$ cat src/rtl/clock_period_meter_pkg.sv
`timescale 1ns/1ps
// Shared state encoding, defaults and sizing helper for the clock period meter
// and its asynchronous-input front end.
package clock_period_meter_pkg;

   typedef enum logic [1:0] {
      ST_IDLE      = 2'd0,
      ST_WAIT_EDGE = 2'd1,
      ST_MEASURE   = 2'd2
   } meter_state_e;

   localparam int DEFAULT_TIMEOUT = 65535;
   localparam int DEFAULT_TOL     = 1;
   localparam int MIN_SYNC_STAGES = 2;

   // Bits needed to hold values 0..value-1, never less than one bit.
   function automatic int clog2_min1(input int value);
      int bits;
      bits = 0;
      while ((1 << bits) < value) begin
         bits++;
      end
      return (bits < 1) ? 1 : bits;
   endfunction

endpackage

$ cat src/rtl/clock_period_meter_sync_edge_detect.sv
`timescale 1ns/1ps
// Synchronizer chain plus one history flop for an asynchronous input; produces
// single-cycle rise/fall strobes in the clk domain.
module clock_period_meter_sync_edge_detect
   import clock_period_meter_pkg::*;
#(
   parameter int SYNC_STAGES = 2
) (
   input  logic clk,
   input  logic rst_n,
   input  logic async_in,
   output logic rise,
   output logic fall
);

   localparam int STAGES = (SYNC_STAGES < MIN_SYNC_STAGES) ? MIN_SYNC_STAGES : SYNC_STAGES;

   logic [STAGES-1:0] sync_q;
   logic [STAGES-1:0] sync_d;
   logic              hist_q;
   logic              hist_d;
   logic              level;

   always_comb begin
      sync_d = {sync_q[STAGES-2:0], async_in};
      hist_d = sync_q[STAGES-1];
   end

   always_ff @(posedge clk or negedge rst_n) begin
      if (!rst_n) begin
         sync_q <= '0;
         hist_q <= 1'b0;
      end else begin
         sync_q <= sync_d;
         hist_q <= hist_d;
      end
   end

   assign level = sync_q[STAGES-1];
   assign rise  = level & ~hist_q;
   assign fall  = ~level & hist_q;

endmodule

$ cat src/rtl/clock_period_meter.sv
`timescale 1ns/1ps
// Measures period and high time of a slow, possibly asynchronous signal in clk
// cycles, with lock detection on period stability and a sticky edge timeout.
module clock_period_meter
   import clock_period_meter_pkg::*;
#(
   parameter int CNT_WIDTH   = 16,
   parameter int SYNC_STAGES = 2,
   parameter int TIMEOUT     = DEFAULT_TIMEOUT,
   parameter int TOL         = DEFAULT_TOL,
   parameter int LOCK_COUNT  = 4
) (
   input  logic                 clk,
   input  logic                 rst_n,
   input  logic                 enable,
   input  logic                 sig_in,
   output logic [CNT_WIDTH-1:0] period,
   output logic [CNT_WIDTH-1:0] high_time,
   output logic                 period_valid,
   output logic                 locked,
   output logic                 timeout
);

   localparam int MATCH_W = clog2_min1(LOCK_COUNT + 1);

   localparam logic        [CNT_WIDTH-1:0] TIMEOUT_V = CNT_WIDTH'(TIMEOUT);
   localparam logic        [MATCH_W-1:0]   LOCK_V    = MATCH_W'(LOCK_COUNT);
   localparam logic signed [CNT_WIDTH:0]   TOL_V     = (CNT_WIDTH + 1)'(TOL);
   localparam logic        [CNT_WIDTH-1:0] CNT_ONE   = CNT_WIDTH'(1);

   logic rise;
   logic fall;

   clock_period_meter_sync_edge_detect #(
      .SYNC_STAGES (SYNC_STAGES)
   ) u_sync_edge_detect (
      .clk      (clk),
      .rst_n    (rst_n),
      .async_in (sig_in),
      .rise     (rise),
      .fall     (fall)
   );

   meter_state_e         state_q,       state_d;
   logic [CNT_WIDTH-1:0] cnt_q,         cnt_d;
   logic [CNT_WIDTH-1:0] hi_cap_q,      hi_cap_d;
   logic                 fall_seen_q,   fall_seen_d;
   logic [CNT_WIDTH-1:0] prev_period_q, prev_period_d;
   logic                 have_prev_q,   have_prev_d;
   logic [MATCH_W-1:0]   match_cnt_q,   match_cnt_d;
   logic [CNT_WIDTH-1:0] period_q,      period_d;
   logic [CNT_WIDTH-1:0] high_time_q,   high_time_d;
   logic                 valid_q,       valid_d;
   logic                 locked_q,      locked_d;
   logic                 timeout_q,     timeout_d;

   logic [CNT_WIDTH-1:0]        cnt_inc;
   logic [MATCH_W-1:0]          match_inc;
   logic [MATCH_W-1:0]          match_next;
   logic signed [CNT_WIDTH:0]   diff;
   logic signed [CNT_WIDTH:0]   abs_diff;
   logic                        period_match;

   // Counter saturates at TIMEOUT so a dead input never wraps into a bogus period.
   always_comb begin
      cnt_inc      = (cnt_q == TIMEOUT_V) ? cnt_q : cnt_q + CNT_ONE;
      match_inc    = (match_cnt_q == LOCK_V) ? match_cnt_q : match_cnt_q + 1'b1;
      diff         = $signed({1'b0, cnt_q}) - $signed({1'b0, prev_period_q});
      abs_diff     = (diff < 0) ? -diff : diff;
      period_match = (abs_diff <= TOL_V);
   end

   always_comb begin
      state_d       = state_q;
      cnt_d         = cnt_q;
      hi_cap_d      = hi_cap_q;
      fall_seen_d   = fall_seen_q;
      prev_period_d = prev_period_q;
      have_prev_d   = have_prev_q;
      match_cnt_d   = match_cnt_q;
      period_d      = period_q;
      high_time_d   = high_time_q;
      valid_d       = 1'b0;
      locked_d      = locked_q;
      timeout_d     = timeout_q;
      match_next    = match_cnt_q;

      if (!enable) begin
         state_d     = ST_IDLE;
         cnt_d       = '0;
         fall_seen_d = 1'b0;
         have_prev_d = 1'b0;
         match_cnt_d = '0;
         locked_d    = 1'b0;
         timeout_d   = 1'b0;
      end else begin
         case (state_q)
            ST_IDLE: begin
               // The enabling cycle already counts toward the timeout window.
               state_d = ST_WAIT_EDGE;
               cnt_d   = CNT_ONE;
            end

            ST_WAIT_EDGE: begin
               if (rise) begin
                  state_d     = ST_MEASURE;
                  cnt_d       = CNT_ONE;
                  fall_seen_d = 1'b0;
                  have_prev_d = 1'b0;
               end else begin
                  cnt_d = cnt_inc;
                  if (cnt_q == TIMEOUT_V) begin
                     timeout_d = 1'b1;
                  end
               end
            end

            ST_MEASURE: begin
               if (rise) begin
                  if (have_prev_q) begin
                     match_next = period_match ? match_inc : '0;
                  end
                  cnt_d         = CNT_ONE;
                  period_d      = cnt_q;
                  high_time_d   = fall_seen_q ? hi_cap_q : cnt_q;
                  valid_d       = 1'b1;
                  timeout_d     = 1'b0;
                  fall_seen_d   = 1'b0;
                  prev_period_d = cnt_q;
                  have_prev_d   = 1'b1;
                  match_cnt_d   = match_next;
                  locked_d      = (match_next == LOCK_V);
               end else if (cnt_q == TIMEOUT_V) begin
                  state_d     = ST_WAIT_EDGE;
                  timeout_d   = 1'b1;
                  locked_d    = 1'b0;
                  match_cnt_d = '0;
                  have_prev_d = 1'b0;
               end else begin
                  cnt_d = cnt_inc;
                  if (fall) begin
                     hi_cap_d    = cnt_q;
                     fall_seen_d = 1'b1;
                  end
               end
            end

            default: begin
               state_d = ST_IDLE;
               cnt_d   = '0;
            end
         endcase
      end
   end

   always_ff @(posedge clk or negedge rst_n) begin
      if (!rst_n) begin
         state_q       <= ST_IDLE;
         cnt_q         <= '0;
         hi_cap_q      <= '0;
         fall_seen_q   <= 1'b0;
         prev_period_q <= '0;
         have_prev_q   <= 1'b0;
         match_cnt_q   <= '0;
         period_q      <= '0;
         high_time_q   <= '0;
         valid_q       <= 1'b0;
         locked_q      <= 1'b0;
         timeout_q     <= 1'b0;
      end else begin
         state_q       <= state_d;
         cnt_q         <= cnt_d;
         hi_cap_q      <= hi_cap_d;
         fall_seen_q   <= fall_seen_d;
         prev_period_q <= prev_period_d;
         have_prev_q   <= have_prev_d;
         match_cnt_q   <= match_cnt_d;
         period_q      <= period_d;
         high_time_q   <= high_time_d;
         valid_q       <= valid_d;
         locked_q      <= locked_d;
         timeout_q     <= timeout_d;
      end
   end

   assign period       = period_q;
   assign high_time    = high_time_q;
   assign period_valid = valid_q;
   assign locked       = locked_q;
   assign timeout      = timeout_q;

endmodule
$ cat config.mk
export PLATFORM = sky130hd
export DESIGN_NAME = clock_period_meter
export DESIGN_NICKNAME = d
export VERILOG_FILES = /design/src/rtl/clock_period_meter_pkg.sv /design/src/rtl/clock_period_meter_sync_edge_detect.sv /design/src/rtl/clock_period_meter.sv
export SDC_FILE = /design/constraint.sdc
export NUM_CORES = 1
export LEC_CHECK = 0
export ABC_AREA = 1
export CORE_UTILIZATION = 36
export CTS_BUF_LIST = sky130_fd_sc_hd__clkbuf_8 sky130_fd_sc_hd__clkbuf_16
export DETAILED_ROUTE_END_ITERATION = 10
export MAX_ROUTING_LAYER = met4
export PLACE_DENSITY = 0.52
export SETUP_SLACK_MARGIN = 0.4
export SYNTH_ARGS = -nofsm -noshare
export SYNTH_HDL_FRONTEND = slang
export SYNTH_SLANG_ARGS = --single-unit
$ cat constraint.sdc
create_clock -name clk -period 2.5 [get_ports clk]
set_input_delay 0.25 -clock clk [delete_from_list [all_inputs] [get_ports clk]]
set_output_delay 0.25 -clock clk [all_outputs]
set_load 0.005 [all_outputs]
==> impl_metrics.yaml <==
drt:
  avgViaCountPerCell: 4.93
  drc: 0
  detail-route-antenna-nets: 0
  via_count: 5447
  wirelength_um: 15600
  wl_per_cell_um: 14.1
  first_iter_violations: 325
  first_pass_iters: 5
setup_path:
  start_kind: "flip-flop"
  path_max_fanout: 3
  crit_required_ns: 2.72
  critPathKind: "flip-flop to flip-flop"
  cp-end-kind: "flip-flop"
  arrival_ns: 3.04
grt:
  busiest_layer: "met2"
  grtUsageMet3_pct: 3.35
  grt_max_degree: 78
  overflow: 0
  grt_pass1_vias: 5392
  gr-usage-met1_pct: 28.1
  gr-usage-met2_pct: 36.9
  grt_pass1_wl_um: 25600
  antenna_found_initial: 1
  grt_usage_pct: 22.8
placed_design:
  gp_congestion: 0.944
  placedCellCount: 1071
  port_buffers: 38
  dpl_cell_area_mm2: 0.00674
  dp_hpwl_um: 11800
clock_tree:
  cts_buffer_depth: 2
  cts_buffers: 9
  cts_root_buffer: "clkbuf_16"
  cts_max_level: 3
  cts_sinks: 77
  cts_tree: "yes"
  hold_buffers: 0
  clock_latency_ns: 0.34
  clk_pin_slew_ns: 0.06
cells_and_area:
  layout_common_cells: "209 x nand2_1, 131 x buf_4, 99 x inv_1, 77 x dfrtp_1, 56 x nor2_1"
  layout-drive-gt1-share_pct: 30.8
  stdcell_area_mm2: 0.00764
  fillers: 1341
  area_growth_pct: 46.5
  layout_commonest_cell: "nand2_1"
  instances_no_fill: 1104
  num-nets-final: 947
yosys:
  synthArstFlopShare_pct: 100
  synth_seq_cells: 77
  syn-num-nets: 770
  synthesis.area_mm2: 0.00522
  syn_inst: 741
  yosysWarnings: 0
  syn_avg_cell_area_um2: 7.04
  synth_seq_area_share_pct: 36.9
  synth_ff_type: "dfrtp_1"
  synth-edff-count: 0
  yosys.cell_types.count: 42
floorplanning:
  rows: 43
  fp.dieW_um: 122
  die_area_mm2: 0.0150
  ioPinCount: 39
  die_h_um: 122
  initial_core_util_pct: 37.3
  core_area_mm2: 0.0140
run:
  cap_violations: 0
sta:
  slew_violations: 0
  timing.final.crit_period_ns: 2.83
  final-setup-viol-count: 4
  slew_headroom_pct: 33.0
  max_freq_mhz: 354
  hold_viol: 0
  finClkSkew_ns: 0.00533
  grt_setup_unrepaired: "yes"
  min_period_over_period_pct: 113
  worstMarginPinSlew_ns: 1.01
  fin_ws_ns: -0.328
run_status:
  violations: "setup timing"
  status: "complete, but fails checks"
pwr:
  p_leak_nw: 3.68
  p_per_area_mw_per_mm2: 939
  peakVddDrop_v: 0.000338
min_path:
  hold_path.class: "input port to asynchronous set/reset pin"
[area by class of cell]
type | instances | area (um2) | area share, %
clock buffers | 11 | 253 | 3.31
repair buffers | 181 | 1550 | 20.3
diodes | 1 | 2.50 | 0.0327
inverters | 108 | 408 | 5.34
multi-input cells | 541 | 3230 | 42.2
clock inverters | 5 | 51.3 | 0.671
well taps | 180 | 225 | 2.95
flip-flops and latches | 77 | 1930 | 25.2
[where the power goes]
group | switching [mW] | internal, mW
combinational | 2.06 | 2.06
sequential | 0.191 | 1.54
clock | 0.508 | 0.820
[kinds of logic after synthesis]
| family | count (synthesis) | share of synthesized area, % |
|---|---|---|
| XOR/XNOR | 6 | 1.01 |
| adder cells (fa/ha/maj) | 25 | 6.14 |
| multiplexers | 2 | 0.432 |
| AO/OA/AOI/OAI | 105 | 12.2 |
| buffers and inverters | 124 | 9.19 |
| AND/OR/NAND/NOR | 402 | 34.1 |
| flip-flops | 77 | 36.9 |
[metal layers]
metal	wire [um]	up-vias
met5	0	-
met4	403	0
met3	538	32
met2	7500	120
met1	7120	2557
li1	-	2738
[state kept, by name, indices dropped and copies added, names as in the netlist]
name / count
cnt_q: 16
fall_seen_q: 1
have_prev_q: 1
hi_cap_q: 16
high_time: 16
locked: 1
match_cnt_q: 3
period: 16
period_valid: 1
state_q: 2
timeout: 1
u_sync_edge_detect.hist_q: 1
u_sync_edge_detect.sync_q: 2
[worst max-delay path: stages (launching register included)]
cell	delay, ns
dfrtp_1	0.40
ha_4	0.18
fa_2	0.57
ha_4	0.14
inv_2	0.04
a21oi_4	0.13
nand3_2	0.11
inv_2	0.09
nand3_4	0.09
nor2_4	0.11
nand2_2	0.07
nand2_2	0.08
nand3b_1	0.08
nand2_1	0.07
nand2_1	0.06
nor2_2	0.09
nand2_2	0.10
nand2_2	0.07
nand2_2	0.05
nand2_2	0.08
o21bai_2	0.07
[what timing repair did]
item | CTS | global route
hold endpoints to repair | 0 | 0
pin swaps | 20 | 21
cloned | 3 | 1
gates resized for setup | 82 | 41
setup endpoints to repair | 39 | 41
setup buffers | 8 | 4
[path summary, 6_finish.rpt]
kind / to / start / slack [ns] / depth (start not counted)
setup / recovery: locked / period[0] / -0.33 / 20
hold / removal: hi_cap_q[14] / rst_n / 0.06 / 1
setup reg to reg: locked / period[0] / -0.33 / 20
hold reg to reg: u_sync_edge_detect.sync_q[1] / u_sync_edge_detect.sync_q[0] / 0.35 / 0
max in group asynchronous: hi_cap_q[0] / rst_n / 1.77 / 1
min in group clk: u_sync_edge_detect.sync_q[0] / sig_in / 0.35 / 1
[synth_stat cells (6+ instances only)]
cell type  instances  share of area, %
nand2_1          228                16
inv_1            102               7.3
dfrtp_1           77                37
nor2_1            66               4.7
nand3_1           43               4.1
o21ai_0           43               4.1
ha_1              24               5.8
nand2_2           21               2.5
a31oi_1           20               2.4
a21oi_1           17               1.6
clkbuf_1          11              0.79
nand3_2           10               1.9
nor3_1             9              0.86
nor2_2             7              0.84
inv_2              6              0.43
[stage by stage]
step           power [mW]  utilization (%)  setup WS (ns)  hold WS [ns]  setup TNS [ns]
6_report             7.17             54.6         -0.328        0.0611           -1.20
5_1_grt              7.76             54.6         -0.557         0.151           -2.18
4_1_cts              7.01             53.1         -0.304         0.127           -1.06
3_5_place_dp         5.45             48.2         -0.396         0.341           -1.42
3_3_place_gp         5.38             48.2         -0.294         0.346           -1.07
2_1_floorplan        3.51                -         -0.187       -0.0456          -0.590
(Power assumes the default switching activity.)
==> edit, RTL diff (same flow settings) <==
Change the parameter `LOCK_COUNT` from 4 to 5.
--- a/src/rtl/clock_period_meter.sv
+++ b/src/rtl/clock_period_meter.sv
@@ -8,7 +8,7 @@
    parameter int SYNC_STAGES = 2,
    parameter int TIMEOUT     = DEFAULT_TIMEOUT,
    parameter int TOL         = DEFAULT_TOL,
-   parameter int LOCK_COUNT  = 4
+   parameter int LOCK_COUNT  = 5
 ) (
    input  logic                 clk,
    input  logic                 rst_n,
Check against the original RTL: no difference found for any inputs over 10 cycles, from zero or initial values and one cycle with rst_n low; that may be too few to reach the edited logic, so the function may still have changed.
==> edit against the original RTL <==
The flow still finishes with violations (negative setup slack); total power is 4.8% lower; global-route usage decreased by 0.97 points; wire length shrank 5.4%; worst setup slack better by 90 ps; synthesized area is 0.96% lower; sequential cell count did not move; design area down 4.4%; critical endpoint unchanged.
==> edit: results (changes against the original RTL) <==
----------------------------------------------------
[Power]
  Max rail drop VDD ... 0.406 mV (+20%)
  Switching part of the total ... 37.7% (-0.74 points)
  Total combinational power ... 3.81 mW (-7.5%)

[STA]
  Smallest setup slack after layout ... -238 ps (+89.8 ps)
  Slew Limit Headroom ... 33.8% (+0.86 points)
  Number of setup violations in the final report ... 4 (unchanged)
  Worst Clk Skew ... 6.24 ps (+0.914 ps)

[Cells and area]
  Layout cell share with drive strength beyond 1 ... 28.7% (-2.1 points)
  Antenna diode count ... 0 (-1)
  Final nets ... 919 (-3.0%)

[Synth]
  Ranking of synthesized cells by area ... dfrtp_1 (37%), nand2_1 (15%), inv_1 (7.6%)
  Number of unique standard cell types used by synthesis ... 43 (+2.4%)
  Sequential area share after synthesis ... 37.3% (+0.36 points)
  Synth Area in Adders ... 6.20% (+0.059 points)
  Parity-gate share of the synthesized area counting xor and xnor cells ... 1.19% (+0.18 points)
  Area fraction in compound gates after synthesis ... 11.7% (-0.54 points)
  Post-Synthesis Net Count ... 758 (-1.6%)
  Multiplexer share of the synthesized area ... 0.654% (+0.22 points)
  Most instantiated cells after synthesis ... nand2_1 (211), inv_1 (104), dfrtp_1 (77)

[Route]
  Iter 0 DRT Violations ... 292 (-10%)
  First-pass iteration count of the detailed router ... 5 (unchanged)
  Average via count per standard cell ... 4.83 (-2.1%)

[Outcome]
  Status ... finished with violations
  Failing checks ... negative setup slack

[Place]
  Placed Area ... 6540 µm² (-3.0%)
  Port Buffers ... 38 (unchanged)
  Routability Congestion ... 0.903 (-4.3%)

[Min path]
  Kind of path behind the tightest hold check ... input port to async pin

[Global routing]
  Global-route wire length before repair ... 24.3 mm (-4.9%)
  Vias in the first global route ... 4983 (-7.6%)

----------------------------------------------------
-- edit: metrics by stage --
step	power (mW)	setup TNS, ps	setup WS (ps)	cells
after global placement	5.27	-1330	-362	1036
final	6.83	-878	-238	1075
after global routing	7.38	-2610	-463	1075
after floorplan	3.51	-396	-126	729
after CTS	6.80	-922	-253	1070
after detailed placement	5.30	-1550	-412	1036
-- edit: routing by layer --
metal | part of all wire [%] | GRT usage, % | up-vias
met5 | 0 | - | -
met1 | 47 | 28.3 | 2457
met4 | 2.0 | 6.79 | 0
met2 | 48 | 34.8 | 70
met3 | 2.8 | 3.28 | 20
li1 | - | - | 2645
-- edit: timing repair --
action	4_1_cts	5_1_grt
pin swaps	24	11
setup endpoints to repair	40	41
resized for setup	58	39
gates cloned	1	1
buffers inserted	17	4
-- edit: cells by family after synthesis --
group	after synthesis
multiplexers	3
AO/OA/AOI/OAI	103
buffers and inverters	127
flip-flops	77
adder cells (fa/ha/maj)	25
XOR/XNOR	7
AND/OR/NAND/NOR	387
-- edit: worst paths after layout --
kind	from	end	slack (ps)	cells after the start
hold reg to reg	u_sync_edge_detect.sync_q[0]	u_sync_edge_detect.sync_q[1]	360	0
max in group asynchronous	rst_n	high_time[6]	1790	1
setup / recovery	period[0]	locked	-240	21
min in group clk	sig_in	u_sync_edge_detect.sync_q[0]	350	1
hold / removal	rst_n	state_q[0]	60	1
setup reg to reg	period[0]	locked	-240	21
-- edit: area by class of cell --
cell class / instances / area (µm²)
well taps: 180 / 225
repair inverters: 1 / 5.00
flip-flops and latches: 77 / 1930
repair buffers: 165 / 1420
clock inverters: 6 / 63.8
inverters: 111 / 429
clock buffers: 10 / 239
multi-input cells: 525 / 3000
fillers: 1373 / 6630
